<file path="config.mk">
export PLATFORM = sky130hd
export DESIGN_NAME = poly_io_seq
export DESIGN_NICKNAME = d
export VERILOG_FILES = /design/src/rtl/poly_io_seq.sv
export SDC_FILE = /design/constraint.sdc
export NUM_CORES = 1
export LEC_CHECK = 0
export ABC_AREA = 0
export BUFFER_PORTS_ARGS = -buffer_cell sky130_fd_sc_hd__buf_2
export CAP_MARGIN = 0
export CORE_UTILIZATION = 50
export DETAILED_ROUTE_END_ITERATION = 12
export PLACE_DENSITY_LB_ADDON = 0.08
export SLEW_MARGIN = 20
export SYNTH_ARGS = -nofsm -noshare
export SYNTH_HDL_FRONTEND = slang
export SYNTH_SLANG_ARGS = --single-unit
export TNS_END_PERCENT = 1
</file>
<file path="constraint.sdc">
create_clock -name clk -period 3 [get_ports clk]
set_input_delay 0.3 -clock clk [delete_from_list [all_inputs] [get_ports clk]]
set_output_delay 0.3 -clock clk [all_outputs]
set_load 0.05 [all_outputs]
</file>
<file path="src/rtl/poly_io_seq.sv">
// Streaming load/unload sequencer for the poly unit coefficient RAM.
// Loads range-checked words into a bank, or unloads a bank through a 2-deep FIFO.
module poly_io_seq #(
  parameter int WID   = 12,
  parameter int LANES = 4,
  parameter int DEPTH = 32,
  parameter int NBANK = 2,
  parameter int Q     = 3329,
  localparam int W    = LANES * WID,
  localparam int AW   = $clog2(DEPTH),
  localparam int BW   = (NBANK > 1) ? $clog2(NBANK) : 1
) (
  input  logic            clk,
  input  logic            rst,
  input  logic [1:0]      mode,
  input  logic [BW-1:0]   bank,
  input  logic            run,
  output logic            busy,
  output logic            done,
  input  logic [W-1:0]    in_data,
  input  logic            in_valid,
  output logic            in_ready,
  output logic [W-1:0]    out_data,
  output logic            out_valid,
  input  logic            out_ready,
  output logic [BW+AW-1:0] ram_addr,
  output logic            ram_we,
  output logic [W-1:0]    ram_wdata,
  input  logic [W-1:0]    ram_rdata,
  output logic            range_err,
  output logic            mode_err
);

  typedef enum logic [1:0] {
    S_IDLE,
    S_LOAD,
    S_UNLOAD,
    S_FIN
  } state_e;

  localparam logic [1:0]  M_DATAIN  = 2'd2;
  localparam logic [1:0]  M_DATAOUT = 2'd3;
  localparam logic [AW:0] LAST      = (AW+1)'(DEPTH - 1);
  localparam logic [AW:0] LIM       = (AW+1)'(DEPTH);
  localparam logic [WID:0] QV       = Q[WID:0];

  state_e             state_q;
  logic [BW-1:0]      bank_q;
  logic [AW:0]        wcnt_q;
  logic [AW:0]        rcnt_q;
  logic [AW:0]        ocnt_q;
  logic               busy_q;
  logic               done_q;
  logic               rerr_q;
  logic               merr_q;
  logic [BW+AW-1:0]   addr_q;
  logic [BW+AW-1:0]   addr_d;

  logic [W-1:0]       fifo_q [2];
  logic               rptr_q;
  logic               wptr_q;
  logic [1:0]         occ_q;
  logic               infl_q;

  logic               start;
  logic               ld_start;
  logic               ul_start;
  logic               accept;
  logic               pop;
  logic               issue_ul;
  logic               issue;
  logic               lane_bad;
  logic [2:0]         lvl;

  assign start    = (state_q == S_IDLE) && run;
  assign ld_start = start && (mode == M_DATAIN);
  assign ul_start = start && (mode == M_DATAOUT);
  assign accept   = (state_q == S_LOAD) && in_valid;
  assign pop      = out_valid && out_ready;

  // Credit the same-cycle pop so a steady stream issues one read per cycle.
  assign lvl      = 3'(occ_q) + 3'(infl_q) - 3'(pop);
  assign issue_ul = (state_q == S_UNLOAD) &&
                    (rcnt_q < LIM) &&
                    (lvl < 3'd2);
  // The first read goes out with run so data appears two cycles later.
  assign issue    = ul_start || issue_ul;

  assign busy      = busy_q;
  assign done      = done_q;
  assign in_ready  = (state_q == S_LOAD);
  assign ram_we    = accept;
  assign ram_wdata = accept ? in_data : '0;
  assign ram_addr  = addr_d;
  assign range_err = rerr_q;
  assign mode_err  = merr_q;
  assign out_valid = (occ_q != 2'd0);
  assign out_data  = fifo_q[rptr_q];

  // Flag any lane of the incoming word that is not reduced mod Q.
  always_comb begin
    lane_bad = 1'b0;
    for (int i = 0; i < LANES; i++) begin
      if ({1'b0, in_data[i*WID +: WID]} >= QV) begin
        lane_bad = 1'b1;
      end
    end
  end

  // RAM address: write or read target, otherwise hold the last one.
  always_comb begin
    addr_d = addr_q;
    if (accept) begin
      addr_d = {bank_q, wcnt_q[AW-1:0]};
    end else if (ul_start) begin
      addr_d = {bank, {AW{1'b0}}};
    end else if (issue_ul) begin
      addr_d = {bank_q, rcnt_q[AW-1:0]};
    end
  end

  // Sequencer FSM with registered status outputs.
  always_ff @(posedge clk or negedge rst) begin
    if (!rst) begin
      state_q <= S_IDLE;
      bank_q  <= '0;
      wcnt_q  <= '0;
      rcnt_q  <= '0;
      ocnt_q  <= '0;
      busy_q  <= 1'b0;
      done_q  <= 1'b0;
      rerr_q  <= 1'b0;
      merr_q  <= 1'b0;
      addr_q  <= '0;
    end else begin
      addr_q <= addr_d;
      done_q <= 1'b0;
      merr_q <= 1'b0;
      case (state_q)
        S_IDLE: begin
          merr_q <= run && !mode[1];
          unique case (1'b1)
            ld_start: begin
              state_q <= S_LOAD;
              bank_q  <= bank;
              wcnt_q  <= '0;
              busy_q  <= 1'b1;
              rerr_q  <= 1'b0;
            end
            ul_start: begin
              state_q <= S_UNLOAD;
              bank_q  <= bank;
              rcnt_q  <= (AW+1)'(1);
              ocnt_q  <= '0;
              busy_q  <= 1'b1;
            end
            default: ;
          endcase
        end
        S_LOAD: begin
          if (accept) begin
            wcnt_q <= wcnt_q + 1'b1;
            if (lane_bad) begin
              rerr_q <= 1'b1;
            end
            if (wcnt_q == LAST) begin
              state_q <= S_FIN;
              busy_q  <= 1'b0;
              done_q  <= 1'b1;
            end
          end
        end
        S_UNLOAD: begin
          if (issue_ul) begin
            rcnt_q <= rcnt_q + 1'b1;
          end
          if (pop) begin
            ocnt_q <= ocnt_q + 1'b1;
            if (ocnt_q == LAST) begin
              state_q <= S_FIN;
              busy_q  <= 1'b0;
              done_q  <= 1'b1;
            end
          end
        end
        S_FIN: begin
          state_q <= S_IDLE;
        end
        default: begin
          state_q <= S_IDLE;
        end
      endcase
    end
  end

  // Output FIFO: capture read data one cycle after issue, drain on handshake.
  always_ff @(posedge clk or negedge rst) begin
    if (!rst) begin
      fifo_q[0] <= '0;
      fifo_q[1] <= '0;
      rptr_q    <= 1'b0;
      wptr_q    <= 1'b0;
      occ_q     <= '0;
      infl_q    <= 1'b0;
    end else begin
      if (infl_q) begin
        fifo_q[wptr_q] <= ram_rdata;
        wptr_q         <= ~wptr_q;
      end
      if (pop) begin
        rptr_q <= ~rptr_q;
      end
      occ_q  <= occ_q + {1'b0, infl_q} - {1'b0, pop};
      infl_q <= issue;
    end
  end

endmodule

</file>
== Word-level counts from Yosys, hierarchy flattened ==
Index checks and enable logic that the tools add are counted.
Word-level totals
  input port bits: 104
  memories: 0
  logic and storage cells: 122
  bits in writable memories: 0
  output and inout bits: 109
  bits in registers: 132
  bits in read-only memories: 0
  latch bits: 0
Cells by class
  div/mod/pow operators: 0
  magnitude comparators: 9
  $mul: 0
  multiplexer cells: 45
  reductions and logical operators: 24
  bitwise operators: 4
  shift-type cells: 0
  add/sub/neg operators: 7
  eq/ne operators: 17
Operators by type and width (number)
  $mux W48: 5
  $bwmux W96: 1
  $mux W6: 9
  $demux W48 S1: 1
  $ge A12 B12 Y1 const B: 4
  $pmux W6 S2: 3
  $add A6 B1 Y6 const B: 3
  $mux W1: 17
  $eq A6 B5 Y1 const B: 2
  $ne A2 B2 Y1 const B: 5
  $logic_and A1 B1 Y1: 9
  $reduce_and A3 Y1: 3
  $eq A2 B2 Y1 const B: 4
  $mux W2: 4
  $ne A2 B1 Y1 const B: 4
  $pmux W2 S4: 1
  $lt A6 B6 Y1 const B: 1
  $reduce_and A6 Y1: 1
  $reduce_bool A2 Y1: 3
  $reduce_and A5 Y1: 1
  $ge A2 B2 Y1 const B: 2
  $not A1 Y2: 2
  $pmux W1 S2: 2
  $pmux W2 S2: 1
  17 further kinds: 18

== Longest topological paths before layout ==
Gate-level depths: netlist (run 1).
  depth after elaboration: 8
  mapped depth: 9
  depth with buffers taken out: 9

== Worst setup path after synthesis (run 1) ==
No wires, ideal clock.
  path kind: flip-flop to output port
  start point: register occ_q[1]
  end point: output ram_addr[4]
  buffers on the path: 0
  data required time: 2700 ps
  setup slack: -528 ps
  arrival time: 3228 ps
  cell stages (with the launch flop): 10
  cells stage by stage: dfrtp_1 -> o21ai_2 -> or2_2 -> nand2_1 -> ha_1 -> fa_1 -> nor2_1 -> nand3_1 -> mux2i_1 -> o21ai_0
On the way
  longest elaborated chain between the ends: 8
  elaborated cells between the ends (all ways): 9
  those cells by class: add/sub (2); order compare (1); mux (3); reduce/logical (3)
Ends and longest elaborated chain
  start: declaration: RTL line 62  | logic [1:0] occ_q;
  start signal: assignment: RTL line 213  | occ_q <= occ_q + {1'b0, infl_q} - {1'b0, pop};
  branches (longest 2 deep; another with $add A2 B1 Y3)
  $sub A3 B1 Y3 (*): RTL line 82  | assign lvl = 3'(occ_q) + 3'(infl_q) - 3'(pop);
  via lvl[1]: RTL line 73  | logic [2:0] lvl;
  $lt A3 B2 Y1 (*): RTL line 85  | (lvl < 3'd2);
  $logic_and A1 B1 Y1 (*): RTL line 84  | (rcnt_q < LIM) &&
  $mux W6 (*): RTL line 117  | end else if (issue_ul) begin
  $mux W6 (*): RTL line 115  | end else if (ul_start) begin
  $mux W6 (*): RTL line 113  | if (accept) begin
  end: declaration: RTL line 26  | output logic [BW+AW-1:0] ram_addr,
Mark *: on every way through the listed nets, which the timed path passes.

== Final worst setup path (run 1) ==
  start point: register occ_q[1]
  end point: output ram_addr[5]
The elaborated chain is that of the path after synthesis.

==> flow_summary.ini, run 1 <==
[status]
status = finished with violations
failed_checks = negative hold slack, negative setup slack

[grt]
grt_max_degree = 71
grt_pass1_wl_um = 23700
grt_pass1_vias = 4919
antenna_found_initial = 0
overflow = 0
globalRouteTotalUtil_pct = 22.8

[floorplan]
fp.coreArea_um2 = 12600
dieHeight_um = 116
dieWidth_um = 116
die_area_um2 = 13400
start_util_pct = 51.3
fp-row-count = 41
io_pins = 213

[clocking]
cts_made_buffers = 17
clkTransAtPathRegs_ps = 50
clock_sink_count = 132
cts-root-buf = clkbuf_16
ctsLongestPathBuffers = 2
insertion_delay_ps = 410
tritoncts = built
htreeDepth = 4

[timing]
fin_hold_ws_ps = -22.6
layout_setup_ws_ps = -24.5
setup-violations-final = 2
post-route-min-period_ps = 3020
relSlewSlack_pct = 45.3
skew_ps = 4.75
max_freq_mhz = 331
min_period_over_period_pct = 101
rsz0062_at_grt = yes
final_max_slew_viol_count = 0
tightest_slew_ps = 821
hold_viol = 15
tns_ps = -35.3

[synth]
seq_area_frac_synth_pct = 51.0
ys_warn_count = 0
synth.distinct_cells = 45
syn_inst = 534
synth_edf_count = 0
syn_avg_cell_area_um2 = 12.1
synth_ff_type = dfrtp_1
synth_nets = 647
ys_ff_latch = 132
synthArstFlopShare_pct = 100
synth_area_um2 = 6480

[place]
port_buffers = 212
routabilityCongestion = 0.787
hpwl_um = 10400
place_ws_ps = 190

[drt]
wirelength_um = 15300
num_vias = 5046
vias_per_cell = 5.37
avgRoutedWirePerCell_um = 16.3
drt_iter0_markers = 224
ant_nets = 0
drt_pass1_iterations = 4
drc = 0

[critical_path]
arrival_ps = 2720
cp.required_ps = 2700
critPathLaunchType = flip-flop
cp_slowest_cell = fa_2
cp_max_fo = 3
end_kind = output port
cp_cell_sequence = o21ai_2 -> or2_4 -> nand2_4 -> ha_4 -> fa_2 -> nor2_4 -> buf_4 -> buf_4 -> a41o_1 -> o2bb2ai_2 -> buf_6
cpMostUsedCell = buf_4
path_class = flip-flop to output port
max_stage_delay_ps = 560

[final_layout]
drive_gt1_share_pct = 55.6
regArea_um2 = 3300
multi_input_comb_area_um2 = 3080
syn_to_final_growth_pct = 31.8
finalNetCount = 866
nFillCells = 969

[pwr]
power.total_w = 0.0116
ir_drop_mv = 0.909
powerDensity_nw_per_um2 = 1360
power.leakage_nw = 4.30

[worst_hold_path]
hold_class = input port to asynchronous set/reset pin

[run]
max_cap_viol_count = 0
kinds of logic (layout without fill, tap and decap cells):
logic type / Yosys count / count (layout) / synth area share [%]
buffers and inverters: 42 / 274 / 2.65
XOR/XNOR: 3 / 3 / 0.406
AO/OA/AOI/OAI: 52 / 52 / 5.31
multiplexers: 154 / 154 / 26.6
flip-flops: 132 / 132 / 51.0
other: 0 / 1 / 0
AND/OR/NAND/NOR: 142 / 142 / 12.2
adder cells (fa/ha/maj): 9 / 9 / 1.85
final cells by class:
cell class | count | area share (%)
tap | 172 | 2.52
multi-input combinational | 360 | 36.1
clock inverter | 9 | 1.48
clock buffer | 23 | 5.60
antenna | 1 | 0.0293
timing repair buffer | 231 | 15.1
sequential | 132 | 38.7
inverter | 11 | 0.484
cell usage after synthesis (all sizes together) (2+ instances only):
cell	number	area, um^2
o31ai	2	15.0
ha	8	100
a21oi	9	45.0
nor2b	4	25.0
a22o	4	35.0
dfrtp	132	3300
and3	49	307
mux2	146	1640
buf	15	70.1
nor4	9	56.3
nor2	7	26.3
nand2	26	97.6
o22ai	3	25.0
inv	11	41.3
a32o	2	20.0
nand4	4	25.0
mux2i	8	80.1
or2	3	18.8
o311ai	2	17.5
o21ai	20	104
clkbuf	16	60.1
nand3	19	95.1
a31oi	2	12.5
xor2	2	17.5
or3	4	25.0
nor3	3	15.0
nand2b	9	56.3
worst max-delay path, delay by kind of cell (launching register included):
family                   cells  cell delay, ps
adder cells (fa/ha/maj)      2             710
AO/OA/AOI/OAI                3             540
buffers and inverters        3             410
flip-flops                   1             390
AND/OR/NAND/NOR              3             260
flip-flops by register name, indices dropped and copies added, names as in the netlist:
name,flops
occ_q,2
state_q,2
range_err,1
fifo_q,96
done,1
busy,1
bank_q,1
mode_err,1
wcnt_q,6
wptr_q,1
infl_q,1
ocnt_q,6
addr_q,6
rcnt_q,6
rptr_q,1
final timing paths:
path	from	to	slack [ps]	cells past startpoint
min in group clk	mode[1]	mode_err	100	2
min reg2reg	fifo_q[47]	fifo_q[47]	500	1
max	occ_q[1]	ram_addr[5]	-20	11
min	rst	fifo_q[65]	-20	1
max reg2reg	occ_q[1]	rcnt_q[2]	370	11
max in group asynchronous	rst	fifo_q[46]	2150	2
placed cells by master (no fill, tap or decap), types with 8 or more instances in the layout:
cell type	n
nand2b_1	9
nor4_1	9
o21ai_0	15
a21oi_1	9
nand2_1	24
mux2_2	146
dfrtp_1	131
buf_4	16
nand3_1	18
inv_1	11
buf_2	205
mux2i_1	8
clkbuf_16	17
and3_1	49
power by group:
part	total, W	switching (W)	internal, W
Clock	0.00210	0.000736	0.00137
Sequential	0.00316	0.000525	0.00264
Combinational	0.00631	0.00400	0.00231
Total	0.0116	0.00526	0.00631
metrics by stage:
step                      instance area (um^2)  hold slack [ps]  utilization, %  std cells
after floorplan                           6480             4.41               -        534
after global placement                    7750              436            61.5        897
after detailed placement                  7750              449            61.5        897
after CTS                                 8510             5.48            67.5        938
after global routing                      8530             35.8            67.6        938
final                                     8530            -22.6            67.6        939
layer usage:
layer	GRT usage (%)	vias to the layer above	wire length, um
li1	-	2388	-
met5	0	-	0
met2	38.5	151	7740
met3	6.07	12	770
met4	6.75	0	136
met1	28.9	2495	6650
timing repair:
action,in CTS,in global routing
hold buffers,0,0
pin swaps,9,8
setup buffers,9,0
endpoints found under the setup margin,6,6
resized for setup,23,4
Power figures use the tool's default switching activity.
==> inputs of run 2 (changes only) <==
==> constraint.sdc (replaced) <==
create_clock -name clk -period 3 [get_ports clk]
set_input_delay 0.75 -clock clk [delete_from_list [all_inputs] [get_ports clk]]
set_output_delay 0.75 -clock clk [all_outputs]
set_load 0.05 [all_outputs]
==> run 2 against run 1 <==
The flow finishes with violations (negative setup slack). Clock power grew 7%. Global-route usage grew 1.0 points. Fmax shrank 13%. Largest cell class unchanged. Combinational power is essentially flat. Clock skew grew 0.96 ps. Final cell count grew 0.21%.
==> flow_summary.ini, run 2 (synthesis gave the netlist of run 1 again) <==
[pwr]
clock_power_share_pct = 19.1
netSwitchingFraction_pct = 45.4
pwr-share-seq_pct = 27.1
powerDensity_nw_per_um2 = 1360
internal-power_w = 0.00642
ir_drop_mv = 0.826
power.leakage_nw = 4.31
combPwrFrac_pct = 53.8
p_switching_w = 0.00535

[timing]
tightest_slew_ps = 621
skew_ps = 5.71
post-route-min-period_ps = 3480
max_freq_mhz = 287
layout_setup_ws_ps = -483
min_period_over_period_pct = 116
relSlewSlack_pct = 58.6
hold_viol = 0
setup-violations-final = 6
final_max_slew_viol_count = 0
fin_hold_ws_ps = 332
rsz0062_at_grt = yes

[clocking]
htreeDepth = 4
insertion_delay_ps = 420
tritoncts = built
cts-root-buf = clkbuf_16
cts_made_buffers = 17
clkTransAtPathRegs_ps = 50
clock_sink_count = 132
ctsLongestPathBuffers = 2

[critical_path]
end_kind = output port
reg2regPathDepth = 10
cp_max_fo = 7
arrival_ps = 2730
path_class = flip-flop to output port
critPathLaunchType = flip-flop
cp.required_ps = 2250

[status]
status = finished with violations
failed_checks = negative setup slack

[place]
place_ws_ps = -586
routabilityCongestion = 0.812
hpwl_um = 11100
port_buffers = 212

[final_layout]
syn_to_final_growth_pct = 33.4
finalNetCount = 868
regMostFlops = fifo_q
largest_register_ff_count = 96
nFillCells = 953
layout_commonest_cell = buf_2
final_cell_mix = buf_2 (206), mux2_2 (146), dfrtp_1 (131)
drive_gt1_share_pct = 56.5

[drt]
avgRoutedWirePerCell_um = 16.7
drt_pass1_iterations = 4
wirelength_um = 15700
drc = 0
vias_per_cell = 5.41
drt_iter0_markers = 157
ant_nets = 0
num_vias = 5088

[worst_hold_path]
hold_class = input port to asynchronous set/reset pin

[floorplan]
dieHeight_um = 116
die_area_um2 = 13400
fp.coreArea_um2 = 12600
dieWidth_um = 116
start_util_pct = 51.3
io_pins = 213
fp-row-count = 41

[grt]
overflow = 0
grt_pass1_vias = 4993
globalRouteTotalUtil_pct = 23.9
grt_pass1_wl_um = 24300
antenna_found_initial = 1
grt_max_degree = 62

[run]
max_cap_viol_count = 0
==> run 2: cell types whose count changed in the layout (fill, tap and decap cells not counted), moves of 3 or more <==
cell     change
buf_4        +7
buf_6        -5
o21ai_4      +4
o21ai_2      -3
==> run 2: power by group through the flow <==
stage	clock (W)	sequential, W	combinational (W)
4_1_cts	0.00230	0.00319	0.00631
3_5_place_dp	0	0.00320	0.00621
2_1_floorplan	0	0.00303	0.00504
3_3_place_gp	0	0.00313	0.00608
5_1_grt	0.00237	0.00330	0.00672
6_report	0.00225	0.00319	0.00633
==> run 2: per-layer routing <==
layer | part of all wire [%] | track usage, % | vias to the layer above
li1 | - | - | 2404
met1 | 40 | 27.3 | 2487
met2 | 53 | 42.5 | 170
met3 | 5.4 | 5.54 | 27
met4 | 2.2 | 10.7 | 0
met5 | 0 | 0 | -
==> run 2: final cells by class <==
type | instances | area, um^2 | area share (%)
Sequential cell | 132 | 3300 | 38.2
Multi-Input combinational cell | 360 | 3160 | 36.6
Inverter | 11 | 41.3 | 0.478
Tap cell | 172 | 215 | 2.49
Clock buffer | 19 | 443 | 5.13
Clock inverter | 13 | 206 | 2.39
Antenna cell | 1 | 2.50 | 0.0290
Timing Repair Buffer | 233 | 1270 | 14.7
==> run 2: final timing paths <==
kind                       startpoint           to  slack [ps]
setup / recovery             occ_q[1]  ram_addr[0]        -480
setup reg to reg             occ_q[1]    rcnt_q[2]         510
max in group asynchronous         rst       rptr_q        1930
hold reg to reg            fifo_q[34]   fifo_q[34]         500
min in group clk           fifo_q[34]   fifo_q[34]         500
hold / removal                    rst   fifo_q[20]         330
==> run 2: metrics by stage <==
step | area, um^2 | total power [W] | util [%] | setup TNS [ps] | cells
after global placement | 7900 | 0.00921 | 62.6 | -3060 | 906
after CTS | 8600 | 0.0118 | 68.1 | -3030 | 939
after detailed placement | 7900 | 0.00942 | 62.6 | -3190 | 906
after global routing | 8640 | 0.0124 | 68.5 | -3630 | 941
after floorplan | 6570 | 0.00807 | - | -1970 | 534
final | 8640 | 0.0118 | 68.5 | -2760 | 941
==> run 2: critical path, stage by stage (launching register included) <==
cell	delay, ps
dfrtp_1	390
o21ai_2	180
or2_4	160
nand2_4	50
ha_4	150
fa_2	350
xor2_2	240
nand3_4	200
mux2i_4	250
o21ai_4	170
buf_6	180
==> run 2: timing repair <==
action | CTS | global route
gates cloned | 0 | 0
endpoints found under the setup margin | 6 | 6
buffers inserted | 1 | 1
pin swaps | 4 | 3
hold buffers | 0 | 0
resized for setup | 10 | 6
==> inputs of run 3 (changes only) <==
--- a/config.mk
+++ b/config.mk
@@ -11,6 +11,7 @@
 export CORE_UTILIZATION = 50
 export DETAILED_ROUTE_END_ITERATION = 12
 export PLACE_DENSITY_LB_ADDON = 0.08
+export SKIP_LAST_GASP = 1
 export SLEW_MARGIN = 20
 export SYNTH_ARGS = -nofsm -noshare
 export SYNTH_HDL_FRONTEND = slang
==> run 3 against run 2 <==
The flow still finishes with violations (negative setup slack). Total power fell by 0.20%. Non-clock buffer count unchanged. Utilization down 0.14 points. Via count shrank 0.14%. Sequential cell count unchanged. Register-to-register slack worse by 20 ps. Die area did not move. Clock skew is essentially flat. Global-route usage down 0.080 points. Sequential power hardly changed. Largest power group unchanged.
==> flow_summary.ini, run 3 (synthesis gave the netlist of run 1 again) <==
[floorplan]
io_pins = 213
dieHeight_um = 116
dieWidth_um = 116
die_area_um2 = 13400
fp-row-count = 41
start_util_pct = 51.3
fp.coreArea_um2 = 12600

[final_layout]
regArea_um2 = 3300
finalNetCount = 868
final_cell_mix = buf_2 (206), mux2_2 (146), dfrtp_1 (131)
largest_register_ff_count = 96
layout_commonest_cell = buf_2
regMostFlops = fifo_q
syn_to_final_growth_pct = 33.1
nFillCells = 955
multi_input_comb_area_um2 = 3140
drive_gt1_share_pct = 56.4

[critical_path]
path_class = input port to output port
cp.required_ps = 2250
critPathLaunchType = input port
r2r_slack_ps = 490
crit_end = ram_addr[0]
r2r_start = occ_q[1]
cp_max_fo = 7
reg2regPathDepth = 10
end_kind = output port
arrival_ps = 2750
setup.worst_path.start = out_ready
reg2reg_to = rcnt_q[2]

[timing]
layout_setup_ws_ps = -502
max_freq_mhz = 286
min_period_over_period_pct = 117
skew_ps = 5.68
tightest_slew_ps = 618
hold_viol = 0
fin_hold_ws_ps = 331
rsz0062_at_grt = yes
final_max_slew_viol_count = 0
post-route-min-period_ps = 3500
setup-violations-final = 6
relSlewSlack_pct = 58.8

[grt]
antenna_found_initial = 1
grt_pass1_wl_um = 24300
grt_pass1_vias = 4990
grt_max_degree = 62
globalRouteTotalUtil_pct = 23.8
overflow = 0

[drt]
avgRoutedWirePerCell_um = 16.7
drt_pass1_iterations = 4
drt_iter0_markers = 181
ant_nets = 0
vias_per_cell = 5.40
num_vias = 5081
wirelength_um = 15700
drc = 0

[pwr]
power.leakage_nw = 4.31
ir_drop_mv = 0.827
power.total_w = 0.0117
powerDensity_nw_per_um2 = 1360

[clocking]
tritoncts = built
insertion_delay_ps = 420
cts-root-buf = clkbuf_16
ctsLongestPathBuffers = 2
clkTransAtPathRegs_ps = 50
htreeDepth = 4
cts_made_buffers = 17
clock_sink_count = 132

[place]
routabilityCongestion = 0.812
port_buffers = 212
hpwl_um = 11100

[run]
max_cap_viol_count = 0

[status]
status = finished with violations
failed_checks = negative setup slack

[worst_hold_path]
hold_class = input port to asynchronous set/reset pin
[run 3: cell count changes in the layout (fill, tap and decap cells not counted)]
cell,delta
nand2_1,+1
ha_4,-1
nand2_4,-1
ha_2,+1
[run 3: area by class of cell]
cell class / instances / share of cell area, %
antenna: 1 / 0.0290
multi-input combinational: 360 / 36.5
clock buffer: 19 / 5.14
sequential: 132 / 38.3
timing repair buffer: 233 / 14.7
inverter: 11 / 0.479
clock inverter: 13 / 2.39
tap: 172 / 2.50
[run 3: critical path: stages]
cell and delay (ps):
buf_2 90, o21ai_2 60, or2_4 230, nand2_1 60, ha_2 170, fa_2 470
nor2_4 140, nand3_4 180, mux2i_4 250, o21ai_4 170, buf_6 180
[run 3: worst min path at each step]
stage	from	endpoint
6_report	rst	fifo_q[20]
5_1_grt	rst	fifo_q[20]
4_1_cts	rst	fifo_q[20]
3_5_place_dp	fifo_q[37]	fifo_q[37]
3_3_place_gp	fifo_q[27]	fifo_q[27]
2_1_floorplan	rst	addr_q[0]
[run 3: timing repair]
item                       4_1_cts  5_1_grt
hold buffers                     0        0
pin swaps                        4        3
setup endpoints to repair        6        6
buffers inserted                 1        1
resized for setup                8        5
[run 3: where the power goes]
| part | internal [W] | switching (W) |
|---|---|---|
| logic | 0.00228 | 0.00403 |
| clock network | 0.00149 | 0.000757 |
| registers | 0.00264 | 0.000554 |
| total | 0.00641 | 0.00534 |
[run 3: layer usage]
layer  vias to the layer above  part of all wire (%)  GRT usage (%)
met1                      2485                    40           27.3
met2                       164                    52           42.3
li1                       2405                     -              -
met5                         -                     0              0
met4                         0                   2.2           10.7
met3                        27                   5.3           5.54
[run 3: through the flow]
stage / setup TNS (ps) / setup WS, ps / instance area, um^2 / instances / util (%)
3_5_place_dp: -3190 / -586 / 7900 / 906 / 62.6
2_1_floorplan: -1970 / -359 / 6570 / 534 / -
5_1_grt: -3800 / -650 / 8620 / 941 / 68.3
3_3_place_gp: -3060 / -560 / 7900 / 906 / 62.6
4_1_cts: -3070 / -530 / 8590 / 939 / 68.0
6_report: -2850 / -502 / 8620 / 941 / 68.3
